## src/rtl/cordic_atanh_vec_if.sv

```systemverilog
// Request/result and angle-table signals of the hyperbolic vectoring CORDIC.
// master: requester plus angle table; slave: the CORDIC engine.
interface cordic_atanh_vec_if;
    logic               start;
    logic signed [16:0] x_in;
    logic signed [16:0] y_in;
    logic        [4:0]  ang_idx;
    logic signed [16:0] ang_val;
    logic               busy;
    logic               done;
    logic               err;
    logic signed [16:0] z_out;

    modport master (
        output start, x_in, y_in, ang_val,
        input  ang_idx, busy, done, err, z_out
    );

    modport slave (
        input  start, x_in, y_in, ang_val,
        output ang_idx, busy, done, err, z_out
    );
endinterface

```

## src/rtl/cordic_atanh_vec.sv

```systemverilog
// Sequential hyperbolic CORDIC, vectoring mode: z = atanh(y0/x0) in [3:-13].
// Latency: done follows the start edge by 25 edges (1 edge on a domain error).
// No backpressure: start is sampled only in IDLE; starts while busy are dropped.
module cordic_atanh_vec #(
    parameter int IW       = 25,
    parameter int ZW       = 20,
    parameter int LAST_IDX = 22,
    parameter int REP_IDX  = 14
) (
    input  logic              clk,
    input  logic              rst_n,
    cordic_atanh_vec_if.slave io
);

    typedef enum logic [1:0] {IDLE = 2'd0, ITER = 2'd1, FIN = 2'd2} state_t;

    localparam logic signed [ZW-3:0] ZMAX = (ZW-2)'(65535);
    localparam logic signed [ZW-3:0] ZMIN = (ZW-2)'(-65536);

    state_t               state_q, state_d;
    logic signed [IW-1:0] x_q, y_q, x_nx, y_nx, x_sh, y_sh, dx, dy;
    logic signed [ZW-1:0] z_q, z_nx, ang_sh;
    logic signed [ZW-3:0] z_rnd;
    logic        [4:0]    idx_q, sh;
    logic                 rep_q, err_q, done_q;
    logic signed [16:0]   z_out_q, z_res;
    logic signed [17:0]   x_ext, y_ext, y_abs;
    logic                 dom_err, neg_stage, d_pos, last_iter, rep_hold;

    // Domain check on the raw operands, evaluated in the accepting cycle.
    assign x_ext   = 18'(io.x_in);
    assign y_ext   = 18'(io.y_in);
    assign y_abs   = y_ext[17] ? -y_ext : y_ext;
    assign dom_err = (x_ext <= 18'sd0) || (y_abs >= x_ext);

    // Indices 0..10 are the extended-range stages using (1 - 2^-s).
    assign neg_stage = (idx_q <= 5'd10);
    assign sh        = neg_stage ? (5'd12 - idx_q) : (idx_q - 5'd10);
    assign x_sh      = x_q >>> sh;
    assign y_sh      = y_q >>> sh;
    assign dx        = neg_stage ? (y_q - y_sh) : y_sh;
    assign dy        = neg_stage ? (x_q - x_sh) : x_sh;
    assign d_pos     = y_q[IW-1];
    assign x_nx      = d_pos ? (x_q + dx) : (x_q - dx);
    assign y_nx      = d_pos ? (y_q + dy) : (y_q - dy);
    assign ang_sh    = ZW'(io.ang_val) <<< 3;
    assign z_nx      = d_pos ? (z_q - ang_sh) : (z_q + ang_sh);

    assign last_iter = (idx_q == 5'(LAST_IDX));
    assign rep_hold  = (idx_q == 5'(REP_IDX)) && !rep_q;

    // Round half up from 16 to 13 fraction bits.
    assign z_rnd = (ZW-2)'(((ZW+1)'(z_q) + (ZW+1)'(4)) >>> 3);

    // On a domain error y_q still holds the latched numerator.
    always_comb begin
        z_res = '0;
        if (err_q) begin
            if (y_q == '0)
                z_res = '0;
            else if (y_q[IW-1])
                z_res = 17'sh10000;
            else
                z_res = 17'sh0FFFF;
        end else if (z_rnd > ZMAX) begin
            z_res = 17'sh0FFFF;
        end else if (z_rnd < ZMIN) begin
            z_res = 17'sh10000;
        end else begin
            z_res = 17'(z_rnd);
        end
    end

    always_comb begin
        state_d = state_q;
        case (state_q)
            IDLE: if (io.start) state_d = dom_err ? FIN : ITER;
            ITER: if (last_iter) state_d = FIN;
            FIN:  state_d = IDLE;
            default: state_d = IDLE;
        endcase
    end

    always_ff @(posedge clk or negedge rst_n) begin
        if (!rst_n)
            state_q <= IDLE;
        else
            state_q <= state_d;
    end

    always_ff @(posedge clk or negedge rst_n) begin
        if (!rst_n) begin
            x_q     <= '0;
            y_q     <= '0;
            z_q     <= '0;
            idx_q   <= '0;
            rep_q   <= 1'b0;
            err_q   <= 1'b0;
            done_q  <= 1'b0;
            z_out_q <= '0;
        end else begin
            done_q <= (state_q == FIN);
            case (state_q)
                IDLE: begin
                    if (io.start) begin
                        x_q   <= IW'(io.x_in) <<< 5;
                        y_q   <= IW'(io.y_in) <<< 5;
                        z_q   <= '0;
                        idx_q <= '0;
                        rep_q <= 1'b0;
                        err_q <= dom_err;
                    end
                end
                ITER: begin
                    x_q <= x_nx;
                    y_q <= y_nx;
                    z_q <= z_nx;
                    if (rep_hold)
                        rep_q <= 1'b1;
                    else if (last_iter)
                        idx_q <= '0;
                    else
                        idx_q <= idx_q + 5'd1;
                end
                FIN: z_out_q <= z_res;
                default: ;
            endcase
        end
    end

    assign io.busy    = (state_q == ITER);
    assign io.done    = done_q;
    assign io.err     = err_q;
    assign io.z_out   = z_out_q;
    assign io.ang_idx = (state_q == ITER) ? idx_q : 5'd0;

endmodule
```

## src/flat_wrapper.sv

```systemverilog
// flat-port wrapper written by rule: the top's interface ports become plain ports
module cordic_atanh_vec_flat 
#(
    parameter int IW       = 25,
    parameter int ZW       = 20,
    parameter int LAST_IDX = 22,
    parameter int REP_IDX  = 14
)
  (clk, rst_n, io_start, io_x_in, io_y_in, io_ang_val, io_ang_idx, io_busy, io_done, io_err, io_z_out);
  cordic_atanh_vec_if io_i ();
  input  logic clk;
  input  logic rst_n;
  input wire logic [$bits(io_i.start)-1:0] io_start;
  input wire logic [$bits(io_i.x_in)-1:0] io_x_in;
  input wire logic [$bits(io_i.y_in)-1:0] io_y_in;
  input wire logic [$bits(io_i.ang_val)-1:0] io_ang_val;
  output wire logic [$bits(io_i.ang_idx)-1:0] io_ang_idx;
  output wire logic [$bits(io_i.busy)-1:0] io_busy;
  output wire logic [$bits(io_i.done)-1:0] io_done;
  output wire logic [$bits(io_i.err)-1:0] io_err;
  output wire logic [$bits(io_i.z_out)-1:0] io_z_out;
  assign io_i.start = io_start;
  assign io_i.x_in = io_x_in;
  assign io_i.y_in = io_y_in;
  assign io_i.ang_val = io_ang_val;
  assign io_ang_idx = io_i.ang_idx;
  assign io_busy = io_i.busy;
  assign io_done = io_i.done;
  assign io_err = io_i.err;
  assign io_z_out = io_i.z_out;
  cordic_atanh_vec #(.IW(IW), .ZW(ZW), .LAST_IDX(LAST_IDX), .REP_IDX(REP_IDX)) u_core (.clk(clk), .rst_n(rst_n), .io(io_i));
endmodule
```

## config.mk

```make
export PLATFORM = sky130hd
export DESIGN_NAME = cordic_atanh_vec_flat
export DESIGN_NICKNAME = d
export VERILOG_FILES = /design/src/rtl/cordic_atanh_vec_if.sv /design/src/rtl/cordic_atanh_vec.sv /design/src/flat_wrapper.sv
export SDC_FILE = /design/constraint.sdc
export NUM_CORES = 1
export LEC_CHECK = 0
export CAP_MARGIN = 20
export CORE_UTILIZATION = 30
export DETAILED_ROUTE_END_ITERATION = 7
export PLACE_DENSITY = 0.57
export RECOVER_POWER = 100
export SYNTH_ARGS = -nofsm -noshare
export SYNTH_HDL_FRONTEND = slang
export SYNTH_SLANG_ARGS = --single-unit
```

## constraint.sdc

```tcl
create_clock -name clk -period 9.25 [get_ports clk]
set_input_delay 1.85 -clock clk [delete_from_list [all_inputs] [get_ports clk]]
set_output_delay 1.85 -clock clk [all_outputs]
set_load 0.1 [all_outputs]
```

==> After elaboration in Yosys (flattened, before gate mapping) <==
Index checks and enable logic that the tools add are counted.
{ "word_totals": {"latchBits": 0, "in_bits": 54, "elab_cells": 78, "output_inout_bits": 25, "ramBits": 0, "regBits": 97, "mem_count": 0, "rom_bits": 0} }
{ "op_classes": {"n_eq_ne": 8, "shifts": 2, "n_mul": 0, "magnitude_cmp": 5, "div": 0, "add_sub_neg": 13, "bitwise": 0, "n_mux": 30, "n_reduce_logical": 11} }
{ "ops": {"columns": ["op", "count"], "rows": [
  ["25-bit 2-to-1 mux", 6],
  ["25-bit case mux with 2 select lines", 2],
  ["25-bit subtractor", 4],
  ["17-bit 2-to-1 mux", 5],
  ["25-bit adder", 2],
  ["25-bit by 5-bit >>> shifter with 25-bit output", 2],
  ["20-bit 2-to-1 mux", 2],
  ["20-bit case mux with 2 select lines", 1],
  ["25-bit zero test", 1],
  ["5-bit 2-to-1 mux", 5],
  ["20-bit by 4-bit adder with 21-bit output, second input constant", 1],
  ["20-bit adder", 1],
  ["20-bit subtractor", 1],
  ["18-bit by 17-bit greater-or-equal comparator with 1-bit output", 1],
  ["18-bit by 17-bit greater-than comparator with 1-bit output, second input constant", 1],
  ["18-bit by 17-bit < comparator with 1-bit output, second input constant", 1],
  ["18-bit 2-to-1 mux", 1],
  ["17-bit negator with 18-bit output", 1],
  ["17-bit by 1-bit <= comparator with 1-bit output, second input constant", 1],
  ["5-bit case mux with 2 select lines", 1],
  ["2-bit 2-to-1 mux", 3],
  ["2-bit AND reduction", 3],
  ["3-bit AND reduction", 2],
  ["5-bit by 1-bit adder with 5-bit output, second input constant", 1],
  ["other kinds (17)", 20]
]} }

==> Logic depth before layout (Yosys ltp) <==
{ "depth": {"word_depth": 8, "depth_mapped": 45, "mapped_depth_nobuf": 41} }

==> Worst setup path before layout <==
OpenSTA, ideal clock, no wires.
{ "synth_timing": {"path_kind": "reg2reg", "from": "register u_core.idx_q[1]", "to": "register u_core.y_q[24]", "path_slack_ns": 0.419, "n_path_buf": 6, "period_less_slack_ns": 8.831, "arrival_ns": 8.705, "path_stages_with_launch": 41, "setup_time_ns": 0.126, "t_required_ns": 9.124, "path_cell_list": "dfrtp_1 > inv_1 > clkbuf_1 > ha_1 > and2b_4 > a21o_1 > a211oi_2 > buf_2 > buf_1 > buf_1 > clkbuf_1 > buf_1 > nor2_1 > o31ai_1 > inv_1 > ha_1 > nor2b_1 > o21ai_0 > (+5 left out) > nand2_1 > nor2_1 > nand4_1 > inv_1 > nor2_1 > xnor2_1 > ha_1 > or3_1 > o21ai_0 > a21oi_1 > a21oi_1 > nor2b_1 > o21ai_0 > a21oi_1 > a221oi_1 > o21ai_0 > xor3_1 > a221o_1"} }
{ "synth_via": {"elab_chain_len": 8, "elab_cells_between_ends": 11, "cone_classes": "add/sub: 5; order compare: 1; shift: 1; mux: 4"} }
{ "synth_lines": {"columns": ["item", "line_no", "source"], "rows": [
  ["start, declared", "cordic_atanh_vec.sv:24", "logic [4:0] idx_q, sh;"],
  ["start signal, assigned", "cordic_atanh_vec.sv:123", "idx_q <= idx_q + 5'd1;"],
  ["5-bit by 4-bit subtractor with 5-bit output (tied with other cells)", "cordic_atanh_vec.sv:38", "assign sh = neg_stage ? (5'd12 - idx_q) : (idx_q - 5'd10);"],
  ["5-bit 2-to-1 mux", "cordic_atanh_vec.sv:38", null],
  ["25-bit by 5-bit >>> shifter with 25-bit output", "cordic_atanh_vec.sv:39", "assign x_sh = x_q >>> sh;"],
  ["25-bit subtractor", "cordic_atanh_vec.sv:42", "assign dy = neg_stage ? (x_q - x_sh) : x_sh;"],
  ["25-bit 2-to-1 mux (*)", "cordic_atanh_vec.sv:42", null],
  ["25-bit subtractor / 25-bit adder (equally long branches)", "cordic_atanh_vec.sv:45", "assign y_nx = d_pos ? (y_q + dy) : (y_q - dy);"],
  ["25-bit 2-to-1 mux (*)", "cordic_atanh_vec.sv:45", null],
  ["25-bit case mux with 2 select lines (*)", "cordic_atanh_vec.sv:103", "case (state_q)"],
  ["end signal, assigned", "cordic_atanh_vec.sv:107", "y_q <= IW'(io.y_in) <<< 5;"],
  ["end signal, assigned", "cordic_atanh_vec.sv:116", "y_q <= y_nx;"],
  ["end, declared", "cordic_atanh_vec.sv:21", "logic signed [IW-1:0] x_q, y_q, x_nx, y_nx, x_sh, y_sh, dx, dy;"]
]} }
Every way passes the cells marked *; elsewhere a longest branch is shown, timed or not.
A chain may end at the register's enable or synchronous reset.

==> Final worst setup path <==
{ "layout_timing": {"from": "register u_core.idx_q[2]", "to": "register u_core.y_q[23]"} }
Same word-level chain as after synthesis.

==> out/metrics.yaml <==
status: "finished with violations"
violations: "capacitance limit, slew limit"
boundaryPins: 79
synthTopCellsByArea: "dfrtp_1, ha_1, xnor2_1"
yosysSeqAreaShare_pct: 15.81
synth_nets: 2175
period_needed_ps: 8638
cts_buffers: 9
rsz0062_at_grt: "false"
antenna_found_initial: 0
syn2layout_area_growth_pct: 13.07
fp-row-count: 81
insertion_delay_ps: 370
synth-adder-area-share_pct: 12.52
avgSynthCellArea_um2: 7.514
synth_area_um2: 14880
synth_cells: 1980
cap_viol_max_count: 2
antenna_left: 0
finalHoldViolCount: 0
synth_area_leader_cell: "dfrtp_1"
cts_tree: "built"
hpwlAfterDp_mm: 43.39
synth_xor_area_share_pct: 9.874
cts_max_path_buffers: 2
synth.top_cell.area_share_pct: 15.81
coreArea_um2: 48950
die_area_um2: 50480
fmax_mhz: 115.8
yosys_warnings: 0
postLayoutCoreUtil_pct: 34.36
htree_levels: 3
final_cells: 2679
antenna_cells: 0
routabilityCongestion: 0.9491
slowest_delay_ps: 480
finalMaxSlewViolations: 97
yosysMostFrequentCell: "nand2_1"
synth_top_family_by_area: "compound AO/OA/AOI/OAI gates"
synth_compound_area_share_pct: 28.77
synth.distinct_cells: 94
synth_edf_count: 0
synthMuxAreaShare_pct: 7.721
routed_wl_mm: 55.33
slew_headroom_pct: -123.5
multiInputGateArea_um2: 11830
fin_skew_ps: 8.934
io_buffer_count: 78
avgRoutedWirePerCell_um: 20.65
worstSetupPathType: "reg -> reg"
fill_cells: 5244
placedCellCount: 2657
clk_pin_slew_ps: 70
grt_pass1_wl_mm: 84.97
critical_path.top_delay_family: "compound AO/OA/AOI/OAI gates"
ys_seq_elements: 94
setup_tns_ps: 0
die_h_um: 224.7
cts-root-buf: "clkbuf_16"
grt_max_degree: 63
cts_hold_buffers: 0
seq_area_um2: 2356
setup_viol: 0
required_ps: 9470
grt_pass1_vias: 14510
clock-sinks: 94
overflow: 0
drive_gt1_share_pct: 6.948
synthSimpleGateAreaFrac_pct: 20.00
start_kind: "flop"
die_w_um: 224.7
worstPathArrival_ps: 8860
post-route-period-util_pct: 93.38
worst-path-buf-inv: 2
worstPathMaxFanout: 49
synth_async_sr_flop_share_pct: 100.0
endpoint_kind: "flop"
hold_class: "reg -> reg"
vias: 15322
synthTopCellsByCount: "nand2_1, nor2_1, a21oi_1"
nets: 2205
synth_flop_cell: "dfrtp_1"
start_util_pct: 30.39
grt_usage_pct: 21.56
vias_per_cell: 5.719
drt_pre_antenna_iters: 6
worst_pin_slew_ps: 3353
route.detailed.drc: 0
cp_slowest_cell: "dfrtp_2"
drtIter0Drc: 1460
-- registers in the layout (all words and copies together) (netlist names) --
register and cells:
u_core.io.done 1, u_core.z_q 17, u_core.state_q 2, u_core.io.err 1, u_core.y_q 25, u_core.idx_q 5, u_core.rep_q 1, u_core.io.z_out 17
u_core.x_q 25
-- cells by family after synthesis --
kind of cell	Yosys count
XOR/XNOR	166
flip-flops	94
multiplexers	105
AO/OA/AOI/OAI	645
buffers and inverters	195
AND/OR/NAND/NOR	627
other	1
adder cells (fa/ha/maj)	147
-- layer usage --
layer / GRT usage (%) / wire (µm) / share of wire [%]
met1: 28.87 / 24620 / 44
met2: 35.27 / 25330 / 46
met3: 3.775 / 3806 / 6.9
met4: 6.166 / 1579 / 2.9
met5: 0 / 0 / 0
-- final timing paths --
path | startpoint | to | slack [ps] | cells after the start
worst max-delay path | u_core.idx_q[2]$_DFFE_PN0P_ | u_core.y_q[23]$_DFFE_PN0P_ | 610 | 34
worst min-delay path | u_core.io.z_out[15]$_DFFE_PN0P_ | u_core.io.z_out[15]$_DFFE_PN0P_ | 500 | 1
worst max register to register | u_core.idx_q[2]$_DFFE_PN0P_ | u_core.y_q[23]$_DFFE_PN0P_ | 610 | 34
worst min register to register | u_core.io.z_out[15]$_DFFE_PN0P_ | u_core.io.z_out[15]$_DFFE_PN0P_ | 500 | 1
max in group asynchronous | rst_n | u_core.y_q[24]$_DFFE_PN0P_ | 2730 | 2
min in group asynchronous | rst_n | u_core.z_q[11]$_DFFE_PN0P_ | 2140 | 1
-- through the flow --
stage | worst slack [ps] | hold slack, ps | cell area, µm²
floorplan | 418.9 | 469.4 | 14880
global placement | 328.6 | 490.2 | 16420
detailed placement | 244.8 | 498.3 | 16420
CTS | 223.9 | 514.9 | 16710
global route | 1.937 | 529.9 | 16820
finish | 612.3 | 504.9 | 16820
-- cell usage in the layout (no fill, tap or decap), drive strengths merged, types with 7 or more instances in the layout --
cell,instances
inv,92
a21boi,13
nand2,194
xor2,52
ha,136
nor4,19
a31oi,33
nand2b,39
a211oi,41
or3,16
dfrtp,94
o22ai,12
o211ai,31
nor2,173
clkdlybuf4s50,49
or2,9
and3,13
a311oi,8
nor3,39
o21ai,149
xnor2,113
o21a,22
clkbuf,15
dlygate4sd3,28
a21oi,165
and2,14
nand4,11
o22a,33
nand3,36
buf,43
o31ai,16
o41ai,7
nor2b,39
mux2,25
mux2i,75
a21o,44
-- layout make-up --
cell class              instances  area share (%)
repair buffers                125           7.044
well taps                     664           4.939
multi-input cells            1691           70.31
clock inverters                 6          0.2975
clock buffers                  10           1.421
inverters                      89           1.986
flip-flops and latches         94           14.01
-- repair_timing --
action / 4_1_cts / 5_1_grt
resized for setup: 0 / 24
buffers inserted: 0 / 6
hold endpoints to repair: 0 / 0
endpoints found under the setup margin: 0 / 12
Power is left out: the tool's default activity adds up to more than one toggle a clock period on the data nets, which glitch-free logic cannot reach.
